`src/rtl/pel_pack_pkg.sv`:
```
// Shared definitions for the multi-flux pel packing actors.
// Holds the pel width and the round-robin lane arbiter.
package pel_pack_pkg;

  localparam int DATA_WIDTH = 8;
  localparam int MAX_LANES  = 16;
  localparam int LANE_IDX_W = 4;

  typedef struct packed {
    logic                  valid;
    logic [LANE_IDX_W-1:0] lane;
  } grant_t;

  // Searches rr, rr+1, ... wrapping at nLanes; nLanes need not be a power of two.
  function automatic grant_t next_lane(input int unsigned        rr,
                                       input logic [MAX_LANES-1:0] eligible,
                                       input int unsigned        nLanes);
    grant_t      g;
    int unsigned idx;
    g = '0;
    for (int unsigned k = 0; k < MAX_LANES; k++) begin
      idx = rr + k;
      if (idx >= nLanes) begin
        idx = idx - nLanes;
      end
      if ((k < nLanes) && !g.valid && eligible[idx[LANE_IDX_W-1:0]]) begin
        g.valid = 1'b1;
        g.lane  = idx[LANE_IDX_W-1:0];
      end
    end
    return g;
  endfunction

endpackage

```
`src/rtl/pel_pack_lane.sv`:
```
// One flux's partial word: fill count plus the PACK-1 pels already received.
// The completing pel is never stored; it goes straight into the word.
module pel_pack_lane
  import pel_pack_pkg::*;
#(
  parameter int PACK = 4
) (
  input  logic                       clk_i,
  input  logic                       rst_ni,
  input  logic                       take_i,
  input  logic [DATA_WIDTH-1:0]      pel_i,
  output logic                       done_o,
  output logic [PACK*DATA_WIDTH-1:0] word_o
);

  localparam int CNT_W = $clog2(PACK);

  logic [CNT_W-1:0]                 fill_q, fill_d;
  logic [PACK-2:0][DATA_WIDTH-1:0]  pelBuf_q, pelBuf_d;

  assign done_o = (fill_q == CNT_W'(PACK - 1));
  assign word_o = {pel_i, pelBuf_q};

  always_comb begin
    fill_d   = fill_q;
    pelBuf_d = pelBuf_q;
    if (take_i) begin
      if (done_o) begin
        fill_d = '0;
      end else begin
        for (int k = 0; k < PACK - 1; k++) begin
          if (fill_q == CNT_W'(k)) begin
            pelBuf_d[k] = pel_i;
          end
        end
        fill_d = fill_q + 1'b1;
      end
    end
  end

  always_ff @(posedge clk_i or negedge rst_ni) begin
    if (!rst_ni) begin
      fill_q   <= '0;
      pelBuf_q <= '0;
    end else begin
      fill_q   <= fill_d;
      pelBuf_q <= pelBuf_d;
    end
  end

endmodule

```
`src/rtl/pel_packer.sv`:
```
// Multi-flux pel packer: round-robin reads tagged pels from a FWFT FIFO array
// and writes completed PACK-pel words, tagged with their flux, in the same cycle.
module pel_packer
  import pel_pack_pkg::*;
#(
  parameter int FLUX      = 2,
  parameter int PACK      = 4,
  parameter int TAG_WIDTH = (FLUX > 1) ? $clog2(FLUX) : 1
) (
  input  logic                                       clk_i,
  input  logic                                       rst_ni,
  input  logic [FLUX-1:0][TAG_WIDTH+DATA_WIDTH-1:0]  inPelDout_i,
  input  logic [FLUX-1:0]                            inPelEmpty_i,
  output logic [FLUX-1:0]                            inPelRead_o,
  output logic [TAG_WIDTH+PACK*DATA_WIDTH-1:0]       outWordDin_o,
  input  logic [FLUX-1:0]                            outWordFull_i,
  output logic                                       outWordWrite_o
);

  logic [TAG_WIDTH-1:0]                  rr_q, rr_d;
  logic [FLUX-1:0]                       laneDone;
  logic [FLUX-1:0][PACK*DATA_WIDTH-1:0]  laneWord;
  logic [FLUX-1:0]                       eligible;
  logic [FLUX-1:0][TAG_WIDTH-1:0]        unusedTags;
  grant_t                                grant;

  for (genvar i = 0; i < FLUX; i++) begin : gen_lane
    assign unusedTags[i] = inPelDout_i[i][TAG_WIDTH+DATA_WIDTH-1:DATA_WIDTH];

    pel_pack_lane #(
      .PACK (PACK)
    ) u_lane (
      .clk_i  (clk_i),
      .rst_ni (rst_ni),
      .take_i (inPelRead_o[i]),
      .pel_i  (inPelDout_i[i][DATA_WIDTH-1:0]),
      .done_o (laneDone[i]),
      .word_o (laneWord[i])
    );
  end

  // A lane about to complete a word is only read when its word FIFO has room.
  assign eligible = ~inPelEmpty_i & (~laneDone | ~outWordFull_i);
  assign grant    = next_lane(32'(rr_q), MAX_LANES'(eligible), FLUX);

  always_comb begin
    inPelRead_o    = '0;
    outWordWrite_o = 1'b0;
    outWordDin_o   = '0;
    rr_d           = rr_q;
    if (grant.valid) begin
      for (int i = 0; i < FLUX; i++) begin
        if (grant.lane == LANE_IDX_W'(i)) begin
          inPelRead_o[i] = 1'b1;
          outWordWrite_o = laneDone[i];
          outWordDin_o   = {TAG_WIDTH'(i), laneWord[i]};
        end
      end
      rr_d = (grant.lane == LANE_IDX_W'(FLUX - 1)) ? '0 : TAG_WIDTH'(grant.lane + 1'b1);
    end
  end

  always_ff @(posedge clk_i or negedge rst_ni) begin
    if (!rst_ni) begin
      rr_q <= '0;
    end else begin
      rr_q <= rr_d;
    end
  end

  assert property (@(posedge clk_i) disable iff (!rst_ni) $onehot0(inPelRead_o));
  assert property (@(posedge clk_i) disable iff (!rst_ni) outWordWrite_o |-> (inPelRead_o != '0));

endmodule

```
`config.mk`:
```
export PLATFORM = sky130hd
export DESIGN_NAME = pel_packer
export DESIGN_NICKNAME = d
export VERILOG_FILES = /design/src/rtl/pel_pack_pkg.sv /design/src/rtl/pel_pack_lane.sv /design/src/rtl/pel_packer.sv
export SDC_FILE = /design/constraint.sdc
export NUM_CORES = 1
export LEC_CHECK = 0
export BUFFER_PORTS_ARGS = -buffer_cell sky130_fd_sc_hd__buf_2
export CAP_MARGIN = 20
export CELL_PAD_IN_SITES_DETAIL_PLACEMENT = 2
export CELL_PAD_IN_SITES_GLOBAL_PLACEMENT = 2
export CORE_MARGIN = 4
export CORE_UTILIZATION = 36
export CTS_CLUSTER_SIZE = 16
export DETAILED_ROUTE_END_ITERATION = 8
export HOLD_SLACK_MARGIN = 0.06
export PLACE_DENSITY_LB_ADDON = 0.08
export SLEW_MARGIN = 20
export SYNTH_ARGS = -nofsm -noshare
export SYNTH_HDL_FRONTEND = slang
export SYNTH_SLANG_ARGS = --single-unit
```
`constraint.sdc`:
```
create_clock -name clk_i -period 2.36 [get_ports clk_i]
set_input_delay 0.118 -clock clk_i [delete_from_list [all_inputs] [get_ports clk_i]]
set_output_delay 0.118 -clock clk_i [all_outputs]
set_load 0.02 [all_outputs]
```
==> key figures, run 1 <==
Status
  – Status: completed

Hold path
  – HP Class: input port to flip-flop

Place
  – Number of port buffers: 57
  – Pre-CTS setup slack: a little over 0.3 ns
  – GPL Wtd Cong: about 0.72
  – Dpl hpwl: approximately 4.8 mm

Route
  – Vias per cell: a little over 5
  – Residual DRC: 0
  – Via total after detailed routing: between 1500 and 2000
  – DR pass1 iterations: 3
  – ANT nets after route: 0
  – Final WL: between 6 and 7 mm
  – Initial DRC Count: 28
  – Drt wl/cell: a little over 20 µm

Synth
  – Post-synthesis sequential area ratio: 50.3%
  – Yosys reg bits: 53
  – Synth unique cells: 21
  – Syn nets: roughly 220
  – Yosys warnings: 0
  – Mapped Area: between 2000 and 3000 µm²
  – Mapped Cells: ~190
  – Post-Synthesis Mean Instance Area: 14.2 µm²

Clock network
  – Clock latency on the worst-skew pair: about 0.30 ns
  – CTS Buf Count: 5
  – Root Driver: clkbuf_8
  – Htree depth: 2
  – Clock Sinks: 53
  – Clk buf depth: 2
  – Clock slew at reported path FFs: 0.10 ns
  – TritonCTS clock tree: built

STA
  – Slew HR: between 50% and 60%
  – Final hold viol count: 0
  – Fin crit share: a little under 100%
  – Setup TNS: 0 ns
  – Fmax: about 440 MHz
  – Worst setup margin: 0.0915 ns
  – Final setup viols: 0
  – Worst Tran Pin Value: 0.701 ns
  – WHS: a little over 0.08 ns
  – Clock Skew: about 0.0092 ns
  – Min cycle time layout: between 2 and 2.5 ns
  – Final Max Slew Viols: 0

GRT
  – Routing usage on met1: approximately a fifth
  – Initial antenna violation count: 0
  – GR Layer Usage met2: slightly above 30%
  – Met3 Resource Use GR: just under 4%
  – Pin count of the biggest net entering global routing: 37
  – Most used routing layer in global routing: met2
  – Total gr overflow: 0
  – Vias in the first global route: between 2000 and 2500
  – GRT Util Overall: around 17%
  – First-pass GRT wire length: around 11 mm

Die
  – Die X: between 90 and 100 µm
  – I/O Pins: 60
  – Core Region: approximately 7000 µm²
  – Number of cell rows: 30
  – Die height: roughly 94 µm
  – Starting density of the core: roughly 38%
  – Die ar.: about 9000 µm²

Layout
  – Ant diodes: 0
  – Layout area overhead: 20.4%
  – Footprint of the multi-input gates: 1180 µm²
  – Share of cells above drive strength 1: a little over half
  – FF/Latch Area: approximately 1300 µm²
  – Fillers: 706
  – Final net count: about 280

Pwr
  – Worst VDD drop: between 0.4 and 0.5 mV
  – Leakage: 1.48 nW
  – Pwr dens: approximately 1300 nW/µm²

Critical path
  – Crit end category: output pin
  – Worst Path Required: between 2 and 2.5 ns
  – Critical path class: flip-flop to output pin
  – Setup crit start kind: flip-flop
  – Crit path DAT: 2.15 ns
  – CP Cell Sequence: ha_1 > a211o_4 > and2_1 > buf_12 > a22o_1 > buf_2
  – CP peak stage delay: around 0.42 ns
  – Critical Path Slowest Stage Cell: dfrtp_1
  – Max FO, Critical Path: 36

Job
  – Max-cap viol count: 0
==> cell families after synthesis <==
kind of cell | after synthesis | synth area share (%)
adder cells (fa/ha/maj) | 8 | 3.80
multiplexers | 49 | 20.9
AND/OR/NAND/NOR | 7 | 1.85
flip-flops | 53 | 50.3
buffers and inverters | 23 | 5.75
AO/OA/AOI/OAI | 46 | 17.3
==> path summary, 6_finish.rpt <==
check,startpoint,end,slack (ns),cells past startpoint
max in group asynchronous,rst_ni,gen_lane[1].u_lane.word_o[6],1.18,3
setup reg to reg,gen_lane[1].u_lane.fill_q[0],gen_lane[0].u_lane.word_o[22],0.30,6
min in group asynchronous,rst_ni,gen_lane[1].u_lane.word_o[7],0.40,2
hold / removal,inPelDout_i[1],gen_lane[0].u_lane.word_o[1],0.08,2
hold reg to reg,gen_lane[1].u_lane.word_o[22],gen_lane[1].u_lane.word_o[22],0.52,1
setup / recovery,gen_lane[0].u_lane.fill_q[0],outWordDin_o[18],0.09,6
==> timing repair <==
| action | CTS | global route |
|---|---|---|
| pin swaps | 1 | 0 |
| endpoints found under the setup margin | 19 | 33 |
| hold buffers | 1 | 0 |
| gates resized for setup | 0 | 3 |
| buffers inserted | 3 | 3 |
| hold endpoints to repair | 30 | 0 |
==> cells in the final DEF (no fill, tap or decap), types with 2 or more instances in the layout <==
| cell | synthesis | routed |
|---|---|---|
| buf_2 | 4 | 57 |
| dfrtp_1 | 53 | 53 |
| mux2_2 | 49 | 49 |
| a22o_1 | 32 | 32 |
| buf_4 | 4 | 11 |
| inv_1 | 9 | 9 |
| ha_1 | 8 | 8 |
| clkbuf_8 | 0 | 6 |
| nand3_2 | 3 | 3 |
| o21ai_0 | 3 | 3 |
| a2111oi_4 | 3 | 3 |
| nor2_1 | 2 | 2 |
| a21oi_1 | 2 | 2 |
| buf_12 | 0 | 2 |
==> where the power goes <==
group	switching (W)	internal [W]	total, W	leakage, nW
Clock	0.000303	0.000239	0.000542	0.0512
Sequential	0.000295	0.00137	0.00167	0.632
Combinational	0.00108	0.000992	0.00207	0.798
Total	0.00167	0.00260	0.00428	1.48
==> state kept, by name, indices dropped and copies added (netlist names) <==
signal and flops:
gen_lane.u_lane.fill_q 4, gen_lane.u_lane.word_o 48, rr_q 1
==> layout make-up <==
| class | instances | share of cell area (%) |
|---|---|---|
| Clock buffer | 6 | 2.60 |
| Multi-Input combinational cell | 110 | 37.1 |
| Inverter | 9 | 1.06 |
| Tap cell | 96 | 3.79 |
| Clock inverter | 2 | 0.434 |
| Sequential cell | 53 | 41.8 |
| Timing Repair Buffer | 71 | 13.2 |
==> Yosys cell counts, drive strengths merged <==
cell type / count / share of area (%)
a31o: 1 / 0.33
a21oi: 3 / 1.0
a2111o: 1 / 0.43
o21ai: 3 / 0.57
a2111oi: 4 / 3.5
inv: 9 / 1.3
nand3: 4 / 1.3
a211o: 1 / 0.33
and2: 1 / 0.24
nor2: 2 / 0.29
a22o: 32 / 11
buf: 14 / 4.5
mux2: 49 / 21
ha: 8 / 3.8
a221oi: 1 / 0.57
dfrtp: 53 / 50
==> critical path: cells and delay by family (launching register included) <==
family,cells,cell delay (ns)
fa+ha+maj,1,0.25
simple gates,1,0.18
buf+inv,2,0.34
compound gates,2,0.64
flops,1,0.42
==> stage by stage <==
stage | total power (W) | utilization (%) | std cells | area (µm²)
final | 0.00428 | 45.7 | 347 | 3170
after global routing | 0.00459 | 45.7 | 347 | 3170
after CTS | 0.00429 | 45.2 | 344 | 3140
after detailed placement | 0.00373 | 43.4 | 332 | 3010
after global placement | 0.00358 | 43.4 | 332 | 3010
after floorplan | 0.00311 | - | 186 | 2640
==> routing by layer <==
layer | up-vias | share of wire (%)
li1 | 817 | -
met1 | 941 | 43
met2 | 38 | 52
met3 | 5 | 4.5
met4 | 0 | 0.74
met5 | - | 0
Note: power is estimated with default switching activity, not from simulation.
==> run 2, diff against run 1 <==
--- a/config.mk
+++ b/config.mk
@@ -13,7 +13,8 @@
 export CORE_UTILIZATION = 36
 export CTS_CLUSTER_SIZE = 16
 export DETAILED_ROUTE_END_ITERATION = 8
-export HOLD_SLACK_MARGIN = 0.06
+export GPL_ROUTABILITY_DRIVEN = 0
+export HOLD_SLACK_MARGIN = 0.15
 export PLACE_DENSITY_LB_ADDON = 0.08
 export SLEW_MARGIN = 20
 export SYNTH_ARGS = -nofsm -noshare
==> key figures, run 2 (same netlist as run 1, synthesis figures left out) <==
GRT
  – Vias in the first global route: 2162 (+3.7%)
  – GRT Util Overall: 17.1% (+0.53 points)
  – First-pass GRT wire length: 11.6 mm (+3.4%)
  – GR Layer Usage met2: 32.2% (+1.7 points)
  – Total gr overflow: 0 (unchanged)
  – Routing usage on met1: 19.8% (+0.25 points)
  – Met3 Resource Use GR: 3.70% (-0.16 points)
  – Most used routing layer in global routing: met2
  – Initial antenna violation count: 0 (unchanged)
  – Pin count of the biggest net entering global routing: 37 (unchanged)

Die
  – Die X: 93.6 µm (unchanged)
  – Die ar.: 8750 µm² (unchanged)
  – I/O Pins: 60 (unchanged)
  – Die height: 93.6 µm (unchanged)
  – Number of cell rows: 30 (unchanged)
  – Starting density of the core: 37.9% (unchanged)
  – Core Region: 6940 µm² (unchanged)

Pwr
  – Sequential Power Share: 38.8% (-0.2 points)
  – Pwr dens: 1290 nW/µm² (-4.2%)
  – Gate power share: 48.7% (+0.3 points)
  – P_int: 0.00262 W (+0.68%)
  – NetSw: 0.00168 W (+0.58%)
  – Worst VDD drop: 0.460 mV (-0.79%)
  – Final Power: 0.00430 W (+0.64%)
  – Net Sw Frac: 39.1% (about the same)
  – Leakage: 1.55 nW (+4.5%)
  – Clock network fraction of total power: 12.6% (about the same)

Job
  – Max-cap viol count: 0 (unchanged)

STA
  – Slew HR: 53.1% (-0.13 points)
  – Fin crit share: 96.5% (+0.40 points)
  – Final Max Slew Viols: 0 (unchanged)
  – WHS: 0.311 ns (+0.229 ns)
  – Clock Skew: 0.0109 ns (+0.00172 ns)
  – Worst setup margin: 0.0822 ns (-0.00934 ns)
  – Min cycle time layout: 2.28 ns (+0.00934 ns)
  – Fmax: 439 MHz (-0.41%)
  – Worst Tran Pin Value: 0.703 ns (+0.00191 ns)
  – Final hold viol count: 0 (unchanged)
  – Final setup viols: 0 (unchanged)
  – Setup TNS: 0 ns (unchanged)

Critical path
  – CP Cell Sequence: ha_1 > a211o_4 > and2_1 > buf_12 > a22o_1 > buf_2
  – Max FO, Critical Path: 36 (unchanged)
  – Crit path DAT: 2.16 ns (about the same)
  – Crit end category: output pin
  – Worst Path Required: 2.24 ns (about the same)
  – Critical Path Slowest Stage Cell: dfrtp_1
  – CP peak stage delay: 0.43 ns (about the same)
  – Critical path class: flip-flop to output pin
  – Setup crit start kind: flip-flop

Clock network
  – TritonCTS clock tree: built
  – CTS Buf Count: 5 (unchanged)
  – Clock latency on the worst-skew pair: 0.30 ns (about the same)
  – Clock slew at reported path FFs: 0.09 ns (about the same)
  – Clock Sinks: 53 (unchanged)
  – Clk buf depth: 2 (unchanged)
  – Htree depth: 2 (unchanged)
  – Root Driver: clkbuf_8

Place
  – Number of port buffers: 57 (unchanged)
  – Cell count after placement: 332 (unchanged)
  – Dpl hpwl: 4.77 mm (unchanged)
  – Pre-CTS setup slack: 0.309 ns (unchanged)

Route
  – Initial DRC Count: 40 (+43%)
  – Drt wl/cell: 19.8 µm (-1.8%)
  – ANT nets after route: 0 (unchanged)
  – Residual DRC: 0 (unchanged)
  – Final WL: 7.18 mm (+2.7%)
  – Vias per cell: 5.19 (about the same)
  – Via total after detailed routing: 1883 (+4.6%)
  – DR pass1 iterations: 4 (+1)

Layout
  – Non-filler cells, final: 363 (+4.6%)
  – Most frequent cells in the layout: 57 x buf_2, 53 x dfrtp_1, 49 x mux2_2
  – Share of cells above drive strength 1: 51.3% (-3.3 points)
  – Max FFs per register: 48 (unchanged)
  – Most common cell after layout, fill and taps aside: buf_2
  – Layout area overhead: 26.5%
  – Final net count: 298 (+5.7%)
  – Ant diodes: 0 (unchanged)

Hold path
  – HP Class: input port to flip-flop

Status
  – Status: completed
==> run 2: cell count changes in the layout (fill, tap and decap cells not counted) <==
| cell | change |
|---|---|
| dlygate4sd3_1 | +16 |
==> run 2: repair_timing <==
item,in CTS,in global routing
setup endpoints to repair,19,33
resized for setup,0,3
pin swaps,1,0
setup buffers,3,3
endpoints found under the hold margin,78,0
hold buffers,17,0
==> run 2: cell type report <==
type	count	area (µm²)
fill	703	3610
sequential	53	1330
multi-input combinational	110	1180
timing repair buffer	87	578
tap	96	120
clock buffer	6	82.6
inverter	9	33.8
clock inverter	2	13.8
==> run 2: path summary, 6_finish.rpt <==
path | cells after the start | slack, ns | start | end
max in group asynchronous | 3 | 1.18 | rst_ni | gen_lane[1].u_lane.word_o[6]
setup / recovery | 6 | 0.08 | gen_lane[0].u_lane.fill_q[0] | outWordDin_o[18]
hold reg to reg | 1 | 0.52 | gen_lane[1].u_lane.word_o[22] | gen_lane[1].u_lane.word_o[22]
min in group asynchronous | 2 | 0.40 | rst_ni | gen_lane[1].u_lane.word_o[7]
setup reg to reg | 6 | 0.33 | gen_lane[1].u_lane.fill_q[0] | gen_lane[0].u_lane.word_o[8]
hold / removal | 3 | 0.31 | outWordFull_i[0] | rr_q
==> run 2: metal layers <==
layer / wire length, µm / share of wire [%]
met5: 0 / 0
met4: 52 / 0.72
met2: 3820 / 53
met3: 326 / 4.5
met1: 2980 / 42
==> run 2: power groups by stage <==
| stage | clock [W] | combinational (W) | sequential [W] |
|---|---|---|---|
| floorplan | 0 | 0.00155 | 0.00156 |
| global placement | 0 | 0.00194 | 0.00163 |
| detailed placement | 0 | 0.00204 | 0.00169 |
| CTS | 0.000558 | 0.00208 | 0.00167 |
| global route | 0.000601 | 0.00228 | 0.00173 |
| finish | 0.000542 | 0.00209 | 0.00167 |
==> run 2: per-stage QoR <==
| step | util [%] | instance area, µm² |
|---|---|---|
| 2_1_floorplan | - | 2640 |
| 3_3_place_gp | 43.4 | 3010 |
| 3_5_place_dp | 43.4 | 3010 |
| 4_1_cts | 47.5 | 3300 |
| 5_1_grt | 48.0 | 3330 |
| 6_report | 48.0 | 3330 |
==> run 2: worst max-delay path, delay by kind of cell, from the launching register on <==
kind	cells	cell delay (ns)
compound gates	2	0.65
flops	1	0.43
buf+inv	2	0.33
fa+ha+maj	1	0.25
simple gates	1	0.18
==> run 3, diff against run 2 <==
--- a/config.mk
+++ b/config.mk
@@ -10,7 +10,8 @@
 export CELL_PAD_IN_SITES_DETAIL_PLACEMENT = 2
 export CELL_PAD_IN_SITES_GLOBAL_PLACEMENT = 2
 export CORE_MARGIN = 4
-export CORE_UTILIZATION = 36
+export CORE_UTILIZATION = 38
+export CTS_BUF_LIST = sky130_fd_sc_hd__clkbuf_4
 export CTS_CLUSTER_SIZE = 16
 export DETAILED_ROUTE_END_ITERATION = 8
 export GPL_ROUTABILITY_DRIVEN = 0
==> constraint.sdc (replaced) <==
create_clock -name clk_i -period 2.1 [get_ports clk_i]
set_input_delay 0.105 -clock clk_i [delete_from_list [all_inputs] [get_ports clk_i]]
set_output_delay 0.105 -clock clk_i [all_outputs]
set_load 0.02 [all_outputs]
==> key figures, run 3 (same netlist as run 1, synthesis figures left out) <==
STA
  – Clock Skew: 0.00950 ns (-0.00143 ns)
  – Final setup viols: 32 (+32)
  – Min cycle time layout: 2.22 ns
  – Worst setup margin: -0.120 ns (-0.202 ns)
  – Worst Tran Pin Value: 0.663 ns (-0.0398 ns)
  – Final hold viol count: 0 (unchanged)
  – Slew HR: 55.8% (+2.7 points)
  – Fmax: between 400 and 500 MHz
  – Final Max Slew Viols: 0 (unchanged)
  – RSZ-0062 raised after global routing: true
  – Fin crit share: 106%

Die
  – Die height: 91.3 µm (-2.4%)
  – Core Region: 6760 µm² (-2.7%)
  – Number of cell rows: 30 (unchanged)
  – Starting density of the core: 39.0% (+1.1 points)
  – I/O Pins: 60 (unchanged)
  – Die ar.: 8330 µm² (-4.8%)
  – Die X: 91.3 µm (-2.4%)

Route
  – Initial DRC Count: 38 (-5.0%)
  – Vias per cell: 5.52 (+6.4%)
  – Drt wl/cell: 25.4 µm (+28%)
  – DR pass1 iterations: 2 (-2)
  – Final WL: 9.25 mm (+29%)
  – ANT nets after route: 0 (unchanged)
  – Via total after detailed routing: 2015 (+7.0%)
  – Residual DRC: 0 (unchanged)

Layout
  – Ant diodes: 0 (unchanged)
  – Non-filler cells, final: 365 (+0.55%)
  – Final net count: 316 (+6.0%)
  – Share of cells above drive strength 1: 56.1% (+4.8 points)
  – Most common cell after layout, fill and taps aside: dfrtp_1
  – Layout Utilization: 55.8% (+7.8 points)
  – Footprint of the multi-input gates: 1230 µm² (+4.6%)
  – Layout area overhead: 43.1%
  – Final Cell Area: 3770 µm² (+13%)
  – Max FFs per register: 48 (unchanged)
  – Fillers: 629 (-11%)
  – Most frequent cells in the layout: 53 x dfrtp_1, 49 x mux2_2, 37 x buf_6
  – FF/Latch Area: 1330 µm² (unchanged)

Job
  – Max-cap viol count: 0 (unchanged)

Clock network
  – Root Driver: clkbuf_4
  – Clock slew at reported path FFs: 0.16 ns (+0.07 ns)
  – Clock Sinks: 53 (unchanged)
  – TritonCTS clock tree: built
  – Htree depth: 2 (unchanged)
  – Clock latency on the worst-skew pair: 0.39 ns (+0.09 ns)
  – CTS Buf Count: 5 (unchanged)
  – Clk buf depth: 2 (unchanged)

Critical path
  – Crit end category: output pin
  – Max FO, Critical Path: 17 (-53%)
  – Setup crit start kind: flip-flop
  – Crit path DAT: 2.11 ns (-0.05 ns)
  – Critical path class: flip-flop to output pin
  – Worst Path Required: 2.00 ns (-0.24 ns)

Place
  – Number of port buffers: 57 (unchanged)
  – Dpl hpwl: 5.04 mm (+5.8%)
  – Dpl cell area: 3010 µm² (about the same)
  – Cell count after placement: 319 (-3.9%)

Pwr
  – Pwr dens: 1520 nW/µm² (+18%)
  – Gate power share: 56.1% (+7.4 points)
  – NetSw: 0.00226 W (+34%)
  – Clock network fraction of total power: 10.6% (-2.0 points)
  – Leakage: 1.71 nW (+11%)
  – P_int: 0.00349 W (+33%)
  – Worst VDD drop: 0.572 mV (+24%)
  – Sequential Power Share: 33.3% (-5.5 points)
  – Net Sw Frac: 39.3% (+0.15 points)

GRT
  – Routing usage on met1: 26.6% (+6.7 points)
  – GRT Util Overall: 23.1% (+6.0 points)
  – Initial antenna violation count: 0 (unchanged)
  – Most used routing layer in global routing: met2
  – Vias in the first global route: 2425 (+12%)
  – First-pass GRT wire length: 14.5 mm (+25%)
  – Met3 Resource Use GR: 5.72% (+2.0 points)
  – Total gr overflow: 0 (unchanged)
  – Pin count of the biggest net entering global routing: 27 (-27%)
  – GR Layer Usage met2: 42.3% (+10 points)

Hold path
  – HP Class: input port to flip-flop

Status
  – Failing checks: setup timing
  – Status: complete, but fails checks
[run 3: worst max-delay path, cell delays in order (launching register included)]
cell     delay [ns]
dfrtp_1        0.45
ha_4           0.19
a211o_4        0.34
and2_4         0.19
buf_16         0.16
a22o_1         0.26
buf_6          0.14
[run 3: worst paths after layout]
path	from	end	slack (ns)	cells after the start
worst max-delay path	gen_lane[0].u_lane.fill_q[1]	outWordDin_o[18]	-0.12	6
worst min-delay path	inPelEmpty_i[1]	gen_lane[1].u_lane.fill_q[0]	0.24	4
worst max register to register	gen_lane[0].u_lane.fill_q[1]	gen_lane[0].u_lane.word_o[21]	0.07	7
worst min register to register	gen_lane[1].u_lane.word_o[9]	gen_lane[1].u_lane.word_o[9]	0.53	1
max in group asynchronous	rst_ni	gen_lane[1].u_lane.word_o[23]	1.11	3
min in group asynchronous	rst_ni	gen_lane[1].u_lane.word_o[21]	0.27	2
[run 3: cell type report]
class | count | share of cell area, %
Multi-Input combinational cell | 110 | 32.7
Tap cell | 80 | 2.65
Inverter | 9 | 0.896
Clock inverter | 3 | 1.16
Sequential cell | 53 | 35.2
Timing Repair Buffer | 105 | 26.4
Clock buffer | 5 | 0.995
[run 3: through the flow]
step           setup slack, ns  total power, W  setup TNS, ns  hold slack, ns
3_5_place_dp            0.0657         0.00424              0           0.152
2_1_floorplan            0.169         0.00350              0          -0.191
5_1_grt                 -0.233         0.00606          -6.80           0.233
4_1_cts                 -0.134         0.00556          -3.58           0.201
3_3_place_gp             0.138         0.00404              0           0.135
6_report                -0.120         0.00575          -3.18           0.236
[run 3: repair_timing]
action                                  4_1_cts  5_1_grt
endpoints found under the setup margin       36       60
pin swaps                                     9       15
resized for setup                            67       19
endpoints found under the hold margin        72        0
setup buffers                                19        1
hold buffers                                 17        0
gates cloned                                  4        0
[run 3: power groups by stage]
stage	Clock (W)	Combinational [W]	Sequential (W)
6_report	0.000609	0.00322	0.00192
5_1_grt	0.000671	0.00342	0.00197
4_1_cts	0.000614	0.00308	0.00186
3_5_place_dp	0	0.00234	0.00190
3_3_place_gp	0	0.00221	0.00183
2_1_floorplan	0	0.00174	0.00176
[run 3: layer usage]
layer	vias to the layer above	wire length, µm
met1	1060	3850
met2	54	4890
met5	-	0
li1	886	-
met4	0	161
met3	15	346
